## src/rtl/mem_port_arbiter.sv

```systemverilog
// Two-requester memory port arbiter: a fetch stage and a MEM stage share one
// registered memory interface with wait states. Data wins, but fetch gets a turn after a data burst.
module mem_port_arbiter #(
  parameter int ADDR_W         = 16,
  parameter int DATA_W         = 16,
  parameter int MAX_DATA_BURST = 4
) (
  input  logic              clk,
  input  logic              resetn,
  // fetch port
  input  logic              if_req,
  input  logic [ADDR_W-1:0] if_addr,
  output logic              if_gnt,
  output logic              if_rvalid,
  output logic [DATA_W-1:0] if_rdata,
  // data port
  input  logic              d_req,
  input  logic              d_we,
  input  logic [ADDR_W-1:0] d_addr,
  input  logic [DATA_W-1:0] d_wdata,
  output logic              d_gnt,
  output logic              d_rvalid,
  output logic [DATA_W-1:0] d_rdata,
  // pipeline stalls
  output logic              stall_if,
  output logic              stall_mem,
  // memory side
  output logic              mem_en,
  output logic              mem_we,
  output logic [ADDR_W-1:0] mem_addr,
  output logic [DATA_W-1:0] mem_wdata,
  input  logic              mem_ready,
  input  logic [DATA_W-1:0] mem_rdata,
  // debug view of the FSM (0 = IDLE, 1 = ACCESS)
  output logic              dbg_state
);

  // Handshake: a requester holds req (and its address/data) until the cycle in
  // which gnt pulses; gnt is only issued in a decision cycle (IDLE, or ACCESS
  // with mem_ready) and the access is presented on mem_* from the next edge.

  typedef enum logic {S_IDLE = 1'b0, S_ACCESS = 1'b1} state_e;
  typedef enum logic {OWN_IF = 1'b0, OWN_D = 1'b1} owner_e;

  localparam logic [3:0] STREAK_MAX = 4'(MAX_DATA_BURST);

  state_e            state_q, state_d;
  owner_e            owner_q, owner_d;
  logic              mem_en_q, mem_en_d;
  logic              mem_we_q, mem_we_d;
  logic [ADDR_W-1:0] mem_addr_q, mem_addr_d;
  logic [DATA_W-1:0] mem_wdata_q, mem_wdata_d;
  logic [3:0]        streak_q, streak_d;
  logic              if_rvalid_q, if_rvalid_d;
  logic              d_rvalid_q, d_rvalid_d;
  logic [DATA_W-1:0] if_rdata_q, if_rdata_d;
  logic [DATA_W-1:0] d_rdata_q, d_rdata_d;

  logic decision;
  logic fetch_wins;
  logic grant_if;
  logic grant_d;

  always_comb begin
    state_d     = state_q;
    owner_d     = owner_q;
    mem_en_d    = mem_en_q;
    mem_we_d    = mem_we_q;
    mem_addr_d  = mem_addr_q;
    mem_wdata_d = mem_wdata_q;
    streak_d    = streak_q;
    if_rvalid_d = 1'b0;
    d_rvalid_d  = 1'b0;
    if_rdata_d  = if_rdata_q;
    d_rdata_d   = d_rdata_q;
    grant_if    = 1'b0;
    grant_d     = 1'b0;

    decision   = (state_q == S_IDLE) || mem_ready;
    fetch_wins = if_req && (!d_req || (streak_q == STREAK_MAX));

    // Read completion returns data to whoever owned the finishing access.
    if ((state_q == S_ACCESS) && mem_ready && !mem_we_q) begin
      if (owner_q == OWN_IF) begin
        if_rvalid_d = 1'b1;
        if_rdata_d  = mem_rdata;
      end else begin
        d_rvalid_d = 1'b1;
        d_rdata_d  = mem_rdata;
      end
    end

    if (decision) begin
      if (fetch_wins) begin
        grant_if    = 1'b1;
        state_d     = S_ACCESS;
        owner_d     = OWN_IF;
        mem_en_d    = 1'b1;
        mem_we_d    = 1'b0;
        mem_addr_d  = if_addr;
        mem_wdata_d = '0;
        streak_d    = '0;
      end else if (d_req) begin
        grant_d     = 1'b1;
        state_d     = S_ACCESS;
        owner_d     = OWN_D;
        mem_en_d    = 1'b1;
        mem_we_d    = d_we;
        mem_addr_d  = d_addr;
        mem_wdata_d = d_wdata;
        // The streak only counts data grants that actually made fetch wait.
        if (!if_req) begin
          streak_d = '0;
        end else if (streak_q != STREAK_MAX) begin
          streak_d = streak_q + 4'd1;
        end
      end else begin
        state_d  = S_IDLE;
        mem_en_d = 1'b0;
        mem_we_d = 1'b0;
      end
    end
  end

  always_ff @(posedge clk or negedge resetn) begin
    if (!resetn) begin
      state_q     <= S_IDLE;
      owner_q     <= OWN_IF;
      mem_en_q    <= 1'b0;
      mem_we_q    <= 1'b0;
      mem_addr_q  <= '0;
      mem_wdata_q <= '0;
      streak_q    <= '0;
      if_rvalid_q <= 1'b0;
      d_rvalid_q  <= 1'b0;
      if_rdata_q  <= '0;
      d_rdata_q   <= '0;
    end else begin
      state_q     <= state_d;
      owner_q     <= owner_d;
      mem_en_q    <= mem_en_d;
      mem_we_q    <= mem_we_d;
      mem_addr_q  <= mem_addr_d;
      mem_wdata_q <= mem_wdata_d;
      streak_q    <= streak_d;
      if_rvalid_q <= if_rvalid_d;
      d_rvalid_q  <= d_rvalid_d;
      if_rdata_q  <= if_rdata_d;
      d_rdata_q   <= d_rdata_d;
    end
  end

  // Grants are combinational, so they are masked while reset is asserted.
  assign if_gnt    = resetn && grant_if;
  assign d_gnt     = resetn && grant_d;
  assign stall_if  = if_req && !if_gnt;
  assign stall_mem = d_req && !d_gnt;

  assign mem_en    = mem_en_q;
  assign mem_we    = mem_we_q;
  assign mem_addr  = mem_addr_q;
  assign mem_wdata = mem_wdata_q;
  assign if_rvalid = if_rvalid_q;
  assign d_rvalid  = d_rvalid_q;
  assign if_rdata  = if_rdata_q;
  assign d_rdata   = d_rdata_q;
  assign dbg_state = state_q;

endmodule
```

## config.mk

```make
export PLATFORM = sky130hd
export DESIGN_NAME = mem_port_arbiter
export DESIGN_NICKNAME = d
export VERILOG_FILES = /design/src/rtl/mem_port_arbiter.sv
export SDC_FILE = /design/constraint.sdc
export NUM_CORES = 1
export LEC_CHECK = 0
export ABC_CLOCK_PERIOD_IN_PS = 2200
export CAP_MARGIN = 20
export CORE_MARGIN = 2
export CORE_UTILIZATION = 44
export DETAILED_ROUTE_END_ITERATION = 10
export PLACE_DENSITY_LB_ADDON = 0.12
export SLEW_MARGIN = 40
export SYNTH_ARGS = -nofsm -noshare
export SYNTH_HDL_FRONTEND = slang
export SYNTH_SLANG_ARGS = --single-unit
```

## constraint.sdc

```tcl
create_clock -name clk -period 2.2 [get_ports clk]
set_input_delay 0.22 -clock clk [delete_from_list [all_inputs] [get_ports clk]]
set_output_delay 0.22 -clock clk [all_outputs]
set_load 0.05 [all_outputs]
```

==> results of run 1 <==
[critical path: stages (launching register included)]
cell      delay, ns
dfrtp_1        0.41
inv_1          0.06
ha_1           0.22
nand4b_1       0.14
buf_6          0.20
nand2_1        0.09
a31oi_2        0.19
buf_6          0.18
[routing by layer]
metal	global-route usage [%]	vias to the layer above
li1	-	1208
met1	27.8	1256
met2	32.6	93
met3	6.13	11
met4	8.81	0
met5	0	-
[flip-flops by register name (all words and copies together) (netlist names)]
| register | count |
|---|---|
| if_rvalid | 1 |
| mem_wdata | 16 |
| d_rvalid | 1 |
| mem_we | 1 |
| if_rdata | 16 |
| mem_en | 1 |
| owner_q | 1 |
| d_rdata | 16 |
| streak_q | 4 |
| mem_addr | 16 |
[where the power goes]
part	internal, mW	switching (mW)	total [mW]
Sequential	1.61	0.142	1.75
Clock	0.523	0.514	1.04
Combinational	0.793	1.32	2.11
[worst min-delay path by stage]
stage	cells past startpoint	slack, ns	start	endpoint
after global routing	2	0.41	resetn	mem_wdata[8]
after global placement	1	0.21	resetn	mem_wdata[8]
after CTS	2	0.37	resetn	owner_q
after floorplan	0	-0.08	resetn	d_rdata[0]
final	2	0.37	resetn	owner_q
after detailed placement	1	0.21	resetn	mem_wdata[8]
[stage by stage]
step           setup WS (ns)  hold WS [ns]  cells
2_1_floorplan          0.137       -0.0756    247
3_3_place_gp           0.311         0.212    473
3_5_place_dp           0.202         0.212    473
4_1_cts               0.0577         0.371    490
5_1_grt              0.00387         0.410    495
6_report               0.133         0.367    495
[cell families (layout without fill, tap and decap cells)]
group,count (synthesis),count (layout),share of synthesized area [%]
xor gates and xnor gates,1,1,0.285
AOI/OAI and AO/OA,74,74,15.1
muxes,32,32,11.7
and+or+nand+nor,39,39,7.93
DFF,73,73,59.3
buffers and inverters,26,178,4.80
adders and majority gates,2,2,0.813
[synthesized netlist by cell type (3+ instances only)]
| master | instances |
|---|---|
| a21oi_1 | 16 |
| a22o_1 | 16 |
| a31oi_1 | 17 |
| buf_2 | 8 |
| buf_4 | 4 |
| buf_6 | 3 |
| dfrtp_1 | 73 |
| inv_1 | 7 |
| mux2_2 | 32 |
| nand2_1 | 3 |
| nand3_1 | 17 |
| nand4_1 | 3 |
| o21ai_0 | 20 |
[cell type report]
cell class	instances	share of cell area, %
well taps	96	2.48
flip-flops and latches	73	37.8
repair buffers	155	32.1
inverters	7	0.543
clock buffers	9	2.56
clock inverters	7	1.45
multi-input cells	148	23.0
[what timing repair did]
item                                    4_1_cts  5_1_grt
endpoints found under the setup margin        0        2
resized for setup                             0        2
setup buffers                                 0        5
hold endpoints to repair                     32        0
hold buffers                                  1        0
==> results_dict.tcl, run 1 <==
set metrics [dict create \
    grt_pass1_wl_um 12300 \
    drcViolationCount 0 \
    final-hold-violation-count 0 \
    p_leak_nw 2.04 \
    syn_nets 319 \
    initial_core_util_pct 45.3 \
    reg2reg_to "streak_q[2]" \
    vias_per_cell 5.19 \
    fin_tns_setup_ns 0 \
    fin_skew_ns 0.00635 \
    status "finished clean" \
    min_period_ns 2.07 \
    finalSetupViolCount 0 \
    grt_pass1_vias 2493 \
    timing.final.crit_share_pct 93.9 \
    crit_arrival_ns 1.85 \
    placed_area_mm2 0.00459 \
    met2RoutedLength_um 3830 \
    hold_class "in -> async" \
    die_x_um 87.6 \
    cts_buffers 9 \
    ys_warn_count 0 \
    drv_cap 0 \
    areaGrowthSynthToFinish_pct 57.1 \
    critPathRequiredTime_ns 1.98 \
    fmax_mhz 484 \
    netlist.area_leader.share_pct 59.3 \
    core_mm2 0.00679 \
    dp_hpwl_um 5520 \
    crit_end "stall_if" \
    wl_um 7860 \
    netlist_area_mm2 0.00308 \
    wl_met1_um 3380 \
    grt_max_degree 42 \
    async_flop_share_pct 100 \
    diodes 0 \
    layout_commonest_cell "clkdlybuf4s50_1" \
    crit_start "streak_q[0]" \
    ys_ff_latch 73 \
    finish.utilization_pct 71.2 \
    syn-mean-instance-area_um2 12.5 \
    cts_tree "yes" \
    root_buffer "clkbuf_8" \
    path_clk_slew_ns 0.08 \
    regArea_mm2 0.00183 \
    slew_viol_final 0 \
    relSlewSlack_pct 61.0 \
    top_layer "met4" \
    io_pins 143 \
    yosysSeqAreaShare_pct 59.3 \
    dr_total_vias 2568 \
    cp-start-kind "flip-flop" \
    worst_r2r_path_depth 6 \
    numPortBuffers 142 \
    power_density_mw_per_mm2 1010 \
    synthTopCellsByArea "dfrtp_1, mux2_2, a22o_1, a31oi_1, o21ai_0" \
    nets 466 \
    clk_latency_ns 0.35 \
    criticalPathCategory "reg -> out" \
    synth_area_leader_cell "dfrtp_1" \
    power.total_mw 4.90 \
    timing.rr.start "streak_q[0]" \
    drive_gt1_share_pct 17.8 \
    die_h_um 87.6 \
    worst_pin_slew_ns 0.583 \
    wl_met3_um 528 \
    cp_max_fo 19 \
    synth.distinct_cells 35 \
    multi_input_area_mm2 0.00111 \
    antenna_found_initial 0 \
    wl_per_cell_um 15.9 \
    track_usage_pct 21.1 \
    gp_routability_congestion 0.830 \
    grt.overflow.total 0 \
    synth_ff_type "dfrtp_1" \
    crit_path_end_kind "primary output" \
    fillCellCount 521 \
    die_area_mm2 0.00768 \
    rsz0062_at_grt "false" \
    first_pass_iters 4 \
    htree_levels 3 \
    layout_common_cells "clkdlybuf4s50_1, dfrtp_1, mux2_2" \
    peakVddDrop_mv 0.473 \
    drt_iter0_drc 69 \
    synth_edf_count 0 \
    finalInstanceArea_mm2 0.00483 \
    detail-route-antenna-nets 0 \
    num_rows 30 \
    clock_sinks 73 \
    syn_inst 247 \
    cts_max_path_buffers 2 \
    reg2reg_slack_ns 0.49 \
]
(Power assumes the default switching activity.)
==> run 2, diff against run 1 <==
Settings changed: GPL_TIMING_DRIVEN set to 0.
==> run 2 against run 1 <==
Register-to-register slack worse by 0.03 ns. Sequential power about the same. Die area stayed put. Clock-buffer cell count grew 1. Setup slack worse by 0.020 ns. First-iteration DRC count up 25%. Clock power is essentially flat. Clock skew rose by 0.0044 ns. Sequential cell count stayed put. Routed wire length rose by 0.76%. Cell area is essentially flat. Critical path type unchanged.
==> results_dict.tcl, run 2 (synthesized netlist as in run 1, its figures left out) <==
set metrics [dict create \
    drt_iter0_drc 86 \
    switchingPower_mw 1.98 \
    areaGrowthSynthToFinish_pct 57.0 \
    peakVddDrop_mv 0.519 \
    dr_total_vias 2554 \
    critPathRequiredTime_ns 1.98 \
    drv_cap 0 \
    root_buffer "clkbuf_8" \
    final-hold-violation-count 0 \
    min_period_ns 2.09 \
    cellInternalPower_mw 2.93 \
    cpMaxStageDelayCell "dfrtp_1" \
    first_pass_iters 4 \
    track_usage_pct 21.5 \
    cp_max_fo 10 \
    num_rows 30 \
    cts_max_path_buffers 2 \
    grt_pass1_vias 2648 \
    worst_pin_slew_ns 0.556 \
    diodes 0 \
    power.total_mw 4.90 \
    rsz0062_at_grt "false" \
    clk_latency_ns 0.35 \
    cp-start-kind "flip-flop" \
    drcViolationCount 0 \
    fmax_mhz 479 \
    status "finished clean" \
    drive_gt1_share_pct 18.5 \
    htree_levels 3 \
    dp_hpwl_um 5680 \
    nets 472 \
    die_h_um 87.6 \
    clock_sinks 73 \
    relSlewSlack_pct 62.8 \
    wl_per_cell_um 15.8 \
    io_pins 143 \
    fin_skew_ns 0.0107 \
    worstPathCellList "inv_1, ha_1, nand4b_1, buf_4, nand2_1, a31oi_2, buf_2" \
    grt.overflow.total 0 \
    critPathBufInv 3 \
    core_mm2 0.00679 \
    path_clk_slew_ns 0.07 \
    wl_um 7920 \
    p_leak_nw 2.04 \
    initial_core_util_pct 45.3 \
    switching_share_pct 40.3 \
    fin_tns_setup_ns 0 \
    detail-route-antenna-nets 0 \
    layout_commonest_cell "clkdlybuf4s50_1" \
    die_x_um 87.6 \
    holdWs_ns 0.277 \
    fillCellCount 538 \
    crit_family "buffers and inverters" \
    criticalPathCategory "reg -> out" \
    layout_common_cells "clkdlybuf4s50_1, dfrtp_1, mux2_2" \
    slew_viol_final 0 \
    numPortBuffers 141 \
    vias_per_cell 5.10 \
    crit_path_end_kind "primary output" \
    crit_arrival_ns 1.87 \
    grt_pass1_wl_um 12800 \
    antenna_found_initial 0 \
    gp_routability_congestion 0.767 \
    pwr-share-comb_pct 43.0 \
    seq_power_share_pct 35.7 \
    cts_tree "yes" \
    power_density_mw_per_mm2 1020 \
    hold_class "in -> reg" \
    critPathMaxStageDelay_ns 0.41 \
    finalSetupViolCount 0 \
    die_area_mm2 0.00768 \
    timing.final.crit_share_pct 94.9 \
    clock_power_share_pct 21.3 \
    cts_buffers 9 \
    grt_max_degree 47 \
]
-- run 2: cell types whose count changed in the layout (fill, tap and decap cells not counted), sizes merged --
| cell | change |
|---|---|
| clkdlybuf4s50 | -1 |
| buf | +3 |
| clkbuf | +5 |
| clkinvlp | +1 |
| clkinv | -2 |
-- run 2: final timing paths --
path | from | endpoint | slack [ns] | cells after the start
worst min-delay path | if_req | mem_en | 0.28 | 3
worst max register to register | streak_q[0] | mem_addr[6] | 0.46 | 6
worst min register to register | mem_wdata[1] | mem_wdata[1] | 0.50 | 1
max in group asynchronous | resetn | if_rdata[0] | 1.35 | 3
min in group asynchronous | resetn | mem_wdata[15] | 0.33 | 2
worst max-delay path | streak_q[0] | stall_if | 0.11 | 7
-- run 2: power by group through the flow --
stage	combinational, mW	clock, mW	sequential [mW]
6_report	2.11	1.04	1.75
5_1_grt	2.20	1.13	1.79
4_1_cts	2.13	1.07	1.76
3_5_place_dp	2.12	0	1.78
3_3_place_gp	2.10	0	1.77
2_1_floorplan	0.374	0	2.72
-- run 2: metrics by stage --
step	util, %	cells	setup WS, ns	cell area (um^2)
floorplan	-	247	0.137	3090
global placement	68.0	484	-2.47	4620
detailed placement	68.4	485	-0.422	4650
CTS	71.3	502	0.00643	4840
global route	71.1	501	0.00744	4830
finish	71.1	501	0.113	4830
-- run 2: layer usage --
metal / up-vias / global-route usage [%] / routed length [um]
met2: 89 / 35.0 / 3830
li1: 1213 / - / -
met1: 1236 / 27.4 / 3450
met4: 0 / 7.83 / 169
met5: - / 0 / 0
met3: 16 / 6.41 / 464
-- run 2: cell type report --
| type | count | area, um^2 | area share, % |
|---|---|---|---|
| Buffer | 18 | 110 | 2.28 |
| Clock buffer | 10 | 128 | 2.64 |
| Clock inverter | 6 | 67.6 | 1.40 |
| Inverter | 7 | 26.3 | 0.544 |
| Multi-Input combinational cell | 148 | 1110 | 23.1 |
| Sequential cell | 73 | 1830 | 37.8 |
| Tap cell | 96 | 120 | 2.49 |
| Timing Repair Buffer | 143 | 1440 | 29.8 |
-- run 2: what timing repair did --
action                                 in CTS  in global routing
endpoints found under the hold margin      27                  0
setup buffers                               0                  0
setup endpoints to repair                   4                  3
hold buffers                                1                  0
cloned                                      0                  0
gates resized for setup                    20                  3
-- run 2: worst reg2reg max path: cells and delay by family, from the launching register on --
family                   cells  cell delay (ns)
AO/OA/AOI/OAI                2             0.33
adder cells (fa/ha/maj)      1             0.16
buffers and inverters        2             0.36
flip-flops                   1             0.43
AND/OR/NAND/NOR              1             0.41
